[config.mk]
export PLATFORM = sky130hd
export DESIGN_NAME = tinker_sequencer
export DESIGN_NICKNAME = d
export VERILOG_FILES = /design/src/rtl/tinker_pkg.sv /design/src/rtl/tinker_op_class.sv /design/src/rtl/tinker_sequencer.sv
export SDC_FILE = /design/constraint.sdc
export NUM_CORES = 1
export LEC_CHECK = 0
export CAP_MARGIN = 20
export CELL_PAD_IN_SITES_DETAIL_PLACEMENT = 1
export CELL_PAD_IN_SITES_GLOBAL_PLACEMENT = 1
export CORE_MARGIN = 4
export CORE_UTILIZATION = 31
export CTS_CLUSTER_DIAMETER = 100
export CTS_CLUSTER_SIZE = 24
export DETAILED_ROUTE_END_ITERATION = 12
export PLACE_DENSITY = 0.78
export SYNTH_ARGS = -nofsm -noshare
export SYNTH_HDL_FRONTEND = slang
export SYNTH_SLANG_ARGS = --single-unit
[constraint.sdc]
create_clock -name clk -period 1.9 [get_ports clk]
set_input_delay 0.38 -clock clk [delete_from_list [all_inputs] [get_ports clk]]
set_output_delay 0.38 -clock clk [all_outputs]
set_load 0.02 [all_outputs]
[src/rtl/tinker_pkg.sv]
// Shared definitions for the Tinker sequencer: opcodes, FSM states, latency classes.
// The opcode table is the single source for both the sequencer and the instruction decoder.
package tinker_pkg;

  localparam logic [4:0] OP_AND    = 5'h00;
  localparam logic [4:0] OP_OR     = 5'h01;
  localparam logic [4:0] OP_XOR    = 5'h02;
  localparam logic [4:0] OP_NOT    = 5'h03;
  localparam logic [4:0] OP_SHFTR  = 5'h04;
  localparam logic [4:0] OP_SHFTRI = 5'h05;
  localparam logic [4:0] OP_SHFTL  = 5'h06;
  localparam logic [4:0] OP_SHFTLI = 5'h07;
  localparam logic [4:0] OP_PRIV   = 5'h0F;
  localparam logic [4:0] OP_MOV_RR = 5'h11;
  localparam logic [4:0] OP_MOV_RL = 5'h12;
  localparam logic [4:0] OP_ADDF   = 5'h14;
  localparam logic [4:0] OP_SUBF   = 5'h15;
  localparam logic [4:0] OP_MULF   = 5'h16;
  localparam logic [4:0] OP_DIVF   = 5'h17;
  localparam logic [4:0] OP_ADD    = 5'h18;
  localparam logic [4:0] OP_ADDI   = 5'h19;
  localparam logic [4:0] OP_SUB    = 5'h1A;
  localparam logic [4:0] OP_SUBI   = 5'h1B;
  localparam logic [4:0] OP_MUL    = 5'h1C;
  localparam logic [4:0] OP_DIV    = 5'h1D;

  typedef enum logic [2:0] {
    IDLE   = 3'd0,
    FETCH  = 3'd1,
    DECODE = 3'd2,
    EXEC   = 3'd3,
    WB     = 3'd4,
    HALT   = 3'd5
  } seq_state_t;

  typedef enum logic [2:0] {
    CLS_1    = 3'd0,
    CLS_MUL  = 3'd1,
    CLS_DIV  = 3'd2,
    CLS_FP   = 3'd3,
    CLS_HALT = 3'd4,
    CLS_ILL  = 3'd5
  } op_class_t;

  function automatic int max_int(input int a, input int b);
    return (a > b) ? a : b;
  endfunction

endpackage

[src/rtl/tinker_op_class.sv]
// Combinational opcode classifier: maps opcode plus literal field to an execute-latency class.
// Anything not listed here is illegal, so the decoder and sequencer agree on the legal set.
module tinker_op_class
  import tinker_pkg::*;
(
  input  logic [4:0]  opcode,
  input  logic [11:0] literal,
  output op_class_t   op_class
);

  // Opcode lookup; priv only halts cleanly with a zero literal
  always_comb begin
    op_class = CLS_ILL;
    case (opcode)
      OP_AND, OP_OR, OP_XOR, OP_NOT,
      OP_SHFTR, OP_SHFTRI, OP_SHFTL, OP_SHFTLI,
      OP_MOV_RR, OP_MOV_RL,
      OP_ADD, OP_ADDI, OP_SUB, OP_SUBI:  op_class = CLS_1;
      OP_MUL:                            op_class = CLS_MUL;
      OP_DIV:                            op_class = CLS_DIV;
      OP_ADDF, OP_SUBF, OP_MULF, OP_DIVF: op_class = CLS_FP;
      OP_PRIV: begin
        if (literal == 12'h000) begin
          op_class = CLS_HALT;
        end else begin
          op_class = CLS_ILL;
        end
      end
      default:                           op_class = CLS_ILL;
    endcase
  end

endmodule

[src/rtl/tinker_sequencer.sv]
// Multi-cycle sequencer for the clockless Tinker datapath: fetch, decode, timed execute,
// single-cycle write strobe and PC advance. All outputs come straight from flops.
module tinker_sequencer
  import tinker_pkg::*;
#(
  parameter logic [63:0] RESET_PC = 64'h2000,
  parameter int          MUL_LAT  = 3,
  parameter int          DIV_LAT  = 8,
  parameter int          FP_LAT   = 4
) (
  input  logic        clk,
  input  logic        rst_n,
  input  logic        run,
  output logic        imem_req,
  output logic [63:0] imem_addr,
  input  logic        imem_ack,
  input  logic [31:0] imem_rdata,
  output logic [31:0] instr,
  output logic        rf_we,
  output logic [63:0] pc,
  output logic        halted,
  output logic        illegal,
  output logic [31:0] retired
);

  localparam int MAX_LAT = max_int(max_int(MUL_LAT, DIV_LAT), max_int(FP_LAT, 1));
  localparam int CNT_W   = $clog2(MAX_LAT) + 1;

  localparam logic [CNT_W-1:0] LOAD_1   = {CNT_W{1'b0}};
  localparam logic [CNT_W-1:0] LOAD_MUL = CNT_W'(MUL_LAT - 1);
  localparam logic [CNT_W-1:0] LOAD_DIV = CNT_W'(DIV_LAT - 1);
  localparam logic [CNT_W-1:0] LOAD_FP  = CNT_W'(FP_LAT - 1);

  seq_state_t       state_r;
  seq_state_t       state_next_s;
  logic [CNT_W-1:0] cnt_r;
  logic [CNT_W-1:0] cnt_next_s;
  logic [31:0]      instr_r;
  logic [63:0]      pc_r;
  logic [31:0]      retired_r;
  logic             illegal_r;
  logic             imem_req_r;
  logic             rf_we_r;
  logic             halted_r;
  op_class_t        cls_s;

  tinker_op_class u_op_class (
    .opcode   (instr_r[31:27]),
    .literal  (instr_r[11:0]),
    .op_class (cls_s)
  );

  // Next-state and execute-counter logic
  always_comb begin
    state_next_s = state_r;
    cnt_next_s   = cnt_r;
    case (state_r)
      IDLE: begin
        if (run) begin
          state_next_s = FETCH;
        end else begin
          state_next_s = IDLE;
        end
      end
      FETCH: begin
        if (imem_ack) begin
          state_next_s = DECODE;
        end else begin
          state_next_s = FETCH;
        end
      end
      DECODE: begin
        case (cls_s)
          CLS_1:   begin cnt_next_s = LOAD_1;   state_next_s = EXEC; end
          CLS_MUL: begin cnt_next_s = LOAD_MUL; state_next_s = EXEC; end
          CLS_DIV: begin cnt_next_s = LOAD_DIV; state_next_s = EXEC; end
          CLS_FP:  begin cnt_next_s = LOAD_FP;  state_next_s = EXEC; end
          CLS_HALT: state_next_s = HALT;
          CLS_ILL:  state_next_s = HALT;
          default:  state_next_s = HALT;
        endcase
      end
      EXEC: begin
        if (cnt_r == {CNT_W{1'b0}}) begin
          state_next_s = WB;
        end else begin
          cnt_next_s = cnt_r - {{(CNT_W-1){1'b0}}, 1'b1};
        end
      end
      WB: begin
        if (run) begin
          state_next_s = FETCH;
        end else begin
          state_next_s = IDLE;
        end
      end
      HALT:    state_next_s = HALT;
      default: state_next_s = IDLE;
    endcase
  end

  // State, counter and strobe registers; strobes mirror the state being entered
  always_ff @(posedge clk or negedge rst_n) begin
    if (!rst_n) begin
      state_r    <= IDLE;
      cnt_r      <= {CNT_W{1'b0}};
      imem_req_r <= 1'b0;
      rf_we_r    <= 1'b0;
      halted_r   <= 1'b0;
    end else begin
      state_r    <= state_next_s;
      cnt_r      <= cnt_next_s;
      imem_req_r <= (state_next_s == FETCH);
      rf_we_r    <= (state_next_s == WB);
      halted_r   <= (state_next_s == HALT);
    end
  end

  // Architectural state: instruction latch, PC, retire count, illegal flag
  always_ff @(posedge clk or negedge rst_n) begin
    if (!rst_n) begin
      instr_r   <= 32'h0000_0000;
      pc_r      <= RESET_PC;
      retired_r <= 32'd0;
      illegal_r <= 1'b0;
    end else begin
      if (state_r == FETCH && imem_ack) begin
        instr_r <= imem_rdata;
      end
      if (state_r == WB) begin
        pc_r      <= pc_r + 64'd4;
        retired_r <= retired_r + 32'd1;
      end
      if (state_r == DECODE && cls_s == CLS_ILL) begin
        illegal_r <= 1'b1;
      end
    end
  end

  assign imem_req  = imem_req_r;
  assign imem_addr = pc_r;
  assign instr     = instr_r;
  assign rf_we     = rf_we_r;
  assign pc        = pc_r;
  assign halted    = halted_r;
  assign illegal   = illegal_r;
  assign retired   = retired_r;

endmodule

==> results_dict.tcl, run 1 <==
set metrics [dict create \
    status "finished, final reports clean" \
    n_antenna_cell 0 \
    worst-setup-path-type "reg2out" \
    grt_max_degree 50 \
    dieArea_mm2 0.02355 \
    crit_family "buffers and inverters" \
    period_minus_slack_ns 1.878 \
    grt_pass1_wl_mm 31.44 \
    critPathMaxFanout 5 \
    die_w_um 153.5 \
    yosysSeqAreaShare_pct 52.29 \
    cp_slowest_cell "clkdlybuf4s50_1" \
    finish.instance_area_mm2 0.01003 \
    grt_pass1_vias 5740 \
    wl_per_cell_um 17.52 \
    leakage_uw 0.005298 \
    mostFrequentLayoutCell "dfrtp_1" \
    core_mm2 0.02049 \
    gp_congestion 0.7650 \
    slew_violations 0 \
    cts_made_buffers 17 \
    cp-start-kind "flip-flop" \
    stdcell_count 1119 \
    skew_ns 0.007800 \
    drc_errors 0 \
    r2r_start "state_r[0]" \
    syn-instance-count 585 \
    yosysUniqueCellTypes 51 \
    worstPathArrival_ns 1.50 \
    slew_headroom_pct 61.37 \
    register_area_mm2 0.003440 \
    r2r_cells 7 \
    die_h_um 153.5 \
    start_util_pct 32.00 \
    syn-cell-area_mm2 0.006559 \
    cap_violations 0 \
    crit_buf_inv 1 \
    peakVddDrop_v 0.0006533 \
    drtAntennaViolNets 0 \
    antenna_found_initial 0 \
    synth_edf_count 0 \
    dpl_cell_area_mm2 0.009176 \
    layout_common_cells "128 x dfrtp_1, 103 x clkdlybuf4s50_1, 88 x dlygate4sd2_1, 71 x buf_4, 68 x xnor2_1" \
    clkSinkCount 137 \
    fillCellCount 2234 \
    rrSetupSlack_ns 0.04 \
    cts_tree "built" \
    yosys-top-cells-area "dfrtp_1 52%, xnor2_1 9.5%, buf_4 7.6%, mux2_2 5.7%, xor2_1 2.9%" \
    drt_iter0_drc 157 \
    end_kind "output pin" \
    clkLatencyLatePin_ns 0.42 \
    htree_levels 4 \
    grt_overflow 0 \
    async_flop_share_pct 100.0 \
    clk_pin_slew_ns 0.06 \
    synth-seq-cells 137 \
    ys.flop_type "dfrtp_1" \
    ctsRootBufferMaster "clkbuf_16" \
    port_buffers 227 \
    synth_area_per_cell_um2 11.21 \
    multi_input_area_mm2 0.002668 \
    placedCellCount 1066 \
    drt_pass1_iterations 6 \
    worst-endpoint-required_ns 1.52 \
    wirelength_mm 19.60 \
    cp_slowest_stage_delay_ns 0.64 \
    finalSetupViolations 0 \
    path_cells "clkdlybuf4s50_1" \
    hpwl_mm 14.52 \
    synth_top_cell_area_share_pct 51.89 \
    rsz0062_at_grt "true" \
    vias_per_cell 4.718 \
    synthToLayoutAreaGrowth_pct 52.88 \
    power_density_mw_per_mm2 1084 \
    drive_gt1_share_pct 22.03 \
    hold_path.class "in2async" \
    tightest_slew_ns 0.5741 \
    fin_crit_sh_pct 98.82 \
    io_pins 232 \
    r2r-end "retired[28]" \
    final_nets 875 \
    yosysWarningCount 0 \
    grt_usage_pct 16.52 \
    vias 5280 \
    num_rows 52 \
    cts.path.max_buffers 2 \
    synth_top_area_cell "dfrtp_1" \
    timing.fmax_ghz 0.5326 \
    hold_viol_final 0 \
]
## routing by layer
metal | part of all wire, % | track usage (%) | vias up
met4 | 1.5 | 5.214 | 0
met1 | 42 | 20.14 | 2635
met5 | 0 | 0 | -
li1 | - | - | 2452
met3 | 7.5 | 5.796 | 19
met2 | 49 | 27.53 | 174
## power by group
group / internal, µW / switching (µW) / total (µW)
Sequential: 3460 / 477 / 3940
Clock: 2030 / 1290 / 3320
Combinational: 1800 / 1810 / 3610
Total: 7290 / 3580 / 10900
## synthesized netlist by cell type (2+ instances only)
cell type,count
buf_4,66
nand2_1,38
mux2_2,33
dfrtp_1,136
nor4_1,6
a21oi_1,6
clkbuf_1,6
ha_1,3
nand3_1,38
nor3_1,14
or2_2,4
inv_1,10
xnor2_1,71
nand4_1,29
or3_1,2
o21ai_0,9
buf_1,2
xor2_1,22
and3_1,13
nor2_1,25
nand3b_1,4
and4_1,10
nor3b_1,4
nand2b_1,3
buf_2,3
and2_1,3
## cell families after synthesis
| family | count (synthesis) | synth area share [%] |
|---|---|---|
| compound gates | 25 | 2.309 |
| other cells | 1 | 0.05718 |
| mux | 34 | 5.818 |
| flops | 137 | 52.29 |
| buf+inv | 88 | 8.985 |
| simple gates | 204 | 17.55 |
| xor+xnor | 93 | 12.42 |
| fa+ha+maj | 3 | 0.5724 |
## registers in the layout, summed over array words and instances (netlist names)
| register | flops |
|---|---|
| imem_addr | 62 |
| illegal | 1 |
| retired | 32 |
| halted | 1 |
| rf_we | 1 |
| imem_req | 1 |
| instr | 32 |
| state_r | 3 |
| cnt_r | 4 |
## timing repair
action | in CTS | in global routing
setup endpoints to repair | 93 | 92
hold buffers | 1 | 0
setup buffers | 2 | 18
hold endpoints to repair | 15 | 0
resized for setup | 89 | 60
pin swaps | 1 | 8
## final cells by class
type	instances	area share, %
Clock inverter	12	1.235
Tap cell	270	3.369
Multi-Input combinational cell	363	26.60
Sequential cell	137	34.30
Timing Repair Buffer	307	29.46
Inverter	10	0.3743
Clock buffer	20	4.654
## worst max path at each step
stage | start | endpoint | slack (ns) | depth (start not counted)
floorplan | imem_addr[31] | imem_addr[58] | -0.02 | 6
global placement | imem_ack | instr[17] | 0.08 | 4
detailed placement | state_r[1] | retired[28] | -0.04 | 7
CTS | imem_addr[21] | imem_addr[21] | 0.0008 | 1
global route | state_r[0] | retired[28] | -0.08 | 7
finish | imem_addr[57] | imem_addr[57] | 0.02 | 1
## metrics by stage
stage	hold WS, ns	setup slack (ns)	power [µW]	util (%)	TNS (ns)
6_report	0.3677	0.02246	10870	48.93	0
5_1_grt	0.3688	-0.08423	11540	48.93	-0.4353
4_1_cts	0.3530	0.0007532	10900	47.27	0
3_5_place_dp	0.2331	-0.03963	7629	44.77	-0.1084
3_3_place_gp	0.2334	0.08235	7541	44.77	0
2_1_floorplan	0.08441	-0.01744	5850	-	-0.01744
Power figures use the tool's default switching activity.
==> run 2, diff against run 1 <==
--- a/config.mk
+++ b/config.mk
@@ -6,5 +6,4 @@
 export NUM_CORES = 1
 export LEC_CHECK = 0
-export CAP_MARGIN = 20
 export CELL_PAD_IN_SITES_DETAIL_PLACEMENT = 1
 export CELL_PAD_IN_SITES_GLOBAL_PLACEMENT = 1
==> constraint.sdc (replaced) <==
create_clock -name clk -period 1.9 [get_ports clk]
set_input_delay 0.57 -clock clk [delete_from_list [all_inputs] [get_ports clk]]
set_output_delay 0.57 -clock clk [all_outputs]
set_load 0.02 [all_outputs]
==> results_dict.tcl, run 2 (synthesized netlist as in run 1, its figures left out) <==
set metrics [dict create \
    status "finished with violations" \
    failed_checks "negative setup slack" \
    rrSetupSlack_ns -0.007 \
    start_util_pct 32.00 \
    layout_common_cells "173 x dlygate4sd2_1, 120 x dfrtp_1, 71 x xnor2_1, 51 x buf_4, 38 x nand2_1" \
    vias_per_cell 4.722 \
    setup_ws_ns -0.006662 \
    slew_headroom_pct 65.45 \
    power_uw 10750 \
    placedCellCount 1050 \
    cts.path.max_buffers 2 \
    cp-start-kind "flip-flop" \
    grt_max_degree 49 \
    grt_pass1_wl_mm 30.85 \
    fin_crit_sh_pct 100.4 \
    final.setup.tns_ns -0.006662 \
    io_pins 232 \
    tightest_slew_ns 0.5183 \
    die_h_um 153.5 \
    dieArea_mm2 0.02355 \
    stdcell_count 1099 \
    gp_congestion 0.7773 \
    worst-endpoint-required_ns 2.21 \
    clkLatencyLatePin_ns 0.42 \
    mostFrequentLayoutCell "dlygate4sd2_1" \
    hold_viol_final 0 \
    timing.fmax_ghz 0.5245 \
    r2r_cells 7 \
    worst-setup-path-type "reg2reg" \
    vias 5190 \
    peakVddDrop_v 0.0009110 \
    r2r_start "imem_addr[42]" \
    wirelength_mm 19.34 \
    r2r-end "imem_addr[54]" \
    clkSinkCount 137 \
    end_kind "flip-flop" \
    largest_reg_flops 62 \
    power_density_mw_per_mm2 1114 \
    synthToLayoutAreaGrowth_pct 47.10 \
    ctsRootBufferMaster "clkbuf_16" \
    hold_path.class "in2async" \
    drt_pass1_iterations 4 \
    wl_per_cell_um 17.59 \
    grt_usage_pct 16.22 \
    core_mm2 0.02049 \
    finalSetupViolations 1 \
    period_minus_slack_ns 1.907 \
    drt_iter0_drc 163 \
    worstPathArrival_ns 2.22 \
    clk_pin_slew_ns 0.06 \
    final_nets 855 \
    drc_errors 0 \
    leakage_uw 0.004887 \
    rsz0062_at_grt "true" \
    htree_levels 4 \
    cap_violations 0 \
    cts_tree "built" \
    postCtsHoldBufs 0 \
    antenna_found_initial 0 \
    critPathMaxFanout 8 \
    hpwl_mm 14.34 \
    num_rows 52 \
    n_antenna_cell 0 \
    die_w_um 153.5 \
    drtAntennaViolNets 0 \
    cts_made_buffers 17 \
    drive_gt1_share_pct 20.99 \
    port_buffers 227 \
    slew_violations 0 \
    grt_overflow 0 \
    skew_ns 0.01130 \
    grt_pass1_vias 5665 \
]
run 2: cell count changes in the layout (fill, tap and decap cells not counted), sizes merged, moves of 4 or more:
| cell | before | now |
|---|---|---|
| clkdlybuf4s50 | 103 | 34 |
| clkdlybuf4s15 | 0 | 16 |
| clkbuf | 20 | 24 |
| buf | 80 | 59 |
| dlygate4sd2 | 88 | 173 |
| dlymetal6s2s | 35 | 0 |
run 2: layout make-up:
cell class,count,area [µm²]
inverter,10,37.54
tap,270,337.8
multi-input combinational,363,2620
sequential,137,3450
clock buffer,19,442.9
clock inverter,13,167.7
fill,2248,10850
timing repair buffer,287,2592
run 2: how the worst max path moves through the flow:
stage,startpoint,to,cells after the start
2_1_floorplan,imem_addr[31],imem_addr[58],6
3_3_place_gp,imem_ack,instr[21],4
3_5_place_dp,imem_ack,instr[15],4
4_1_cts,imem_addr[4],imem_addr[4],1
5_1_grt,imem_addr[42],imem_addr[54],7
6_report,imem_addr[42],imem_addr[54],7
run 2: per-layer routing:
| metal | part of all wire, % | vias up | global-route usage [%] |
|---|---|---|---|
| li1 | - | 2427 | - |
| met1 | 41 | 2590 | 19.13 |
| met2 | 50 | 160 | 27.97 |
| met3 | 7.8 | 13 | 6.277 |
| met4 | 0.86 | 0 | 3.911 |
| met5 | 0 | - | 0 |
run 2: stage by stage:
stage	setup slack, ns	instance area, µm²	hold slack, ns	utilization, %
global placement	-0.09324	9044	0.4621	44.13
CTS	-0.01134	9450	0.1093	46.11
global route	-0.07911	9648	0.1246	47.08
floorplan	-0.01744	6593	0.2744	-
finish	-0.006662	9648	0.1200	47.08
detailed placement	-0.1295	9044	0.4682	44.13
run 2: critical path, cell delays in order, from the launching register on:
cell     delay [ns]
dfrtp_2        0.41
and4_4         0.24
nand4_1        0.19
nor4b_4        0.32
buf_4          0.18
buf_12         0.12
nand4_1        0.14
xnor2_1        0.21
run 2: what timing repair did:
action | 4_1_cts | 5_1_grt
cloned | 0 | 2
hold endpoints to repair | 0 | 0
gates resized for setup | 209 | 36
pin swaps | 3 | 7
setup endpoints to repair | 195 | 60
buffers inserted | 1 | 14
run 2: report_power, final:
group          internal, µW  switching (µW)  leakage, µW
sequential             3470             541      0.00179
combinational          1540            1760      0.00280
clock                  2110            1320     0.000294
==> run 3, diff against run 2 <==
Settings changed: CTS_CLUSTER_SIZE 24 to 14.
==> results of run 3 <==
The final DEF is identical to that of run 2; final timing and power are the same.
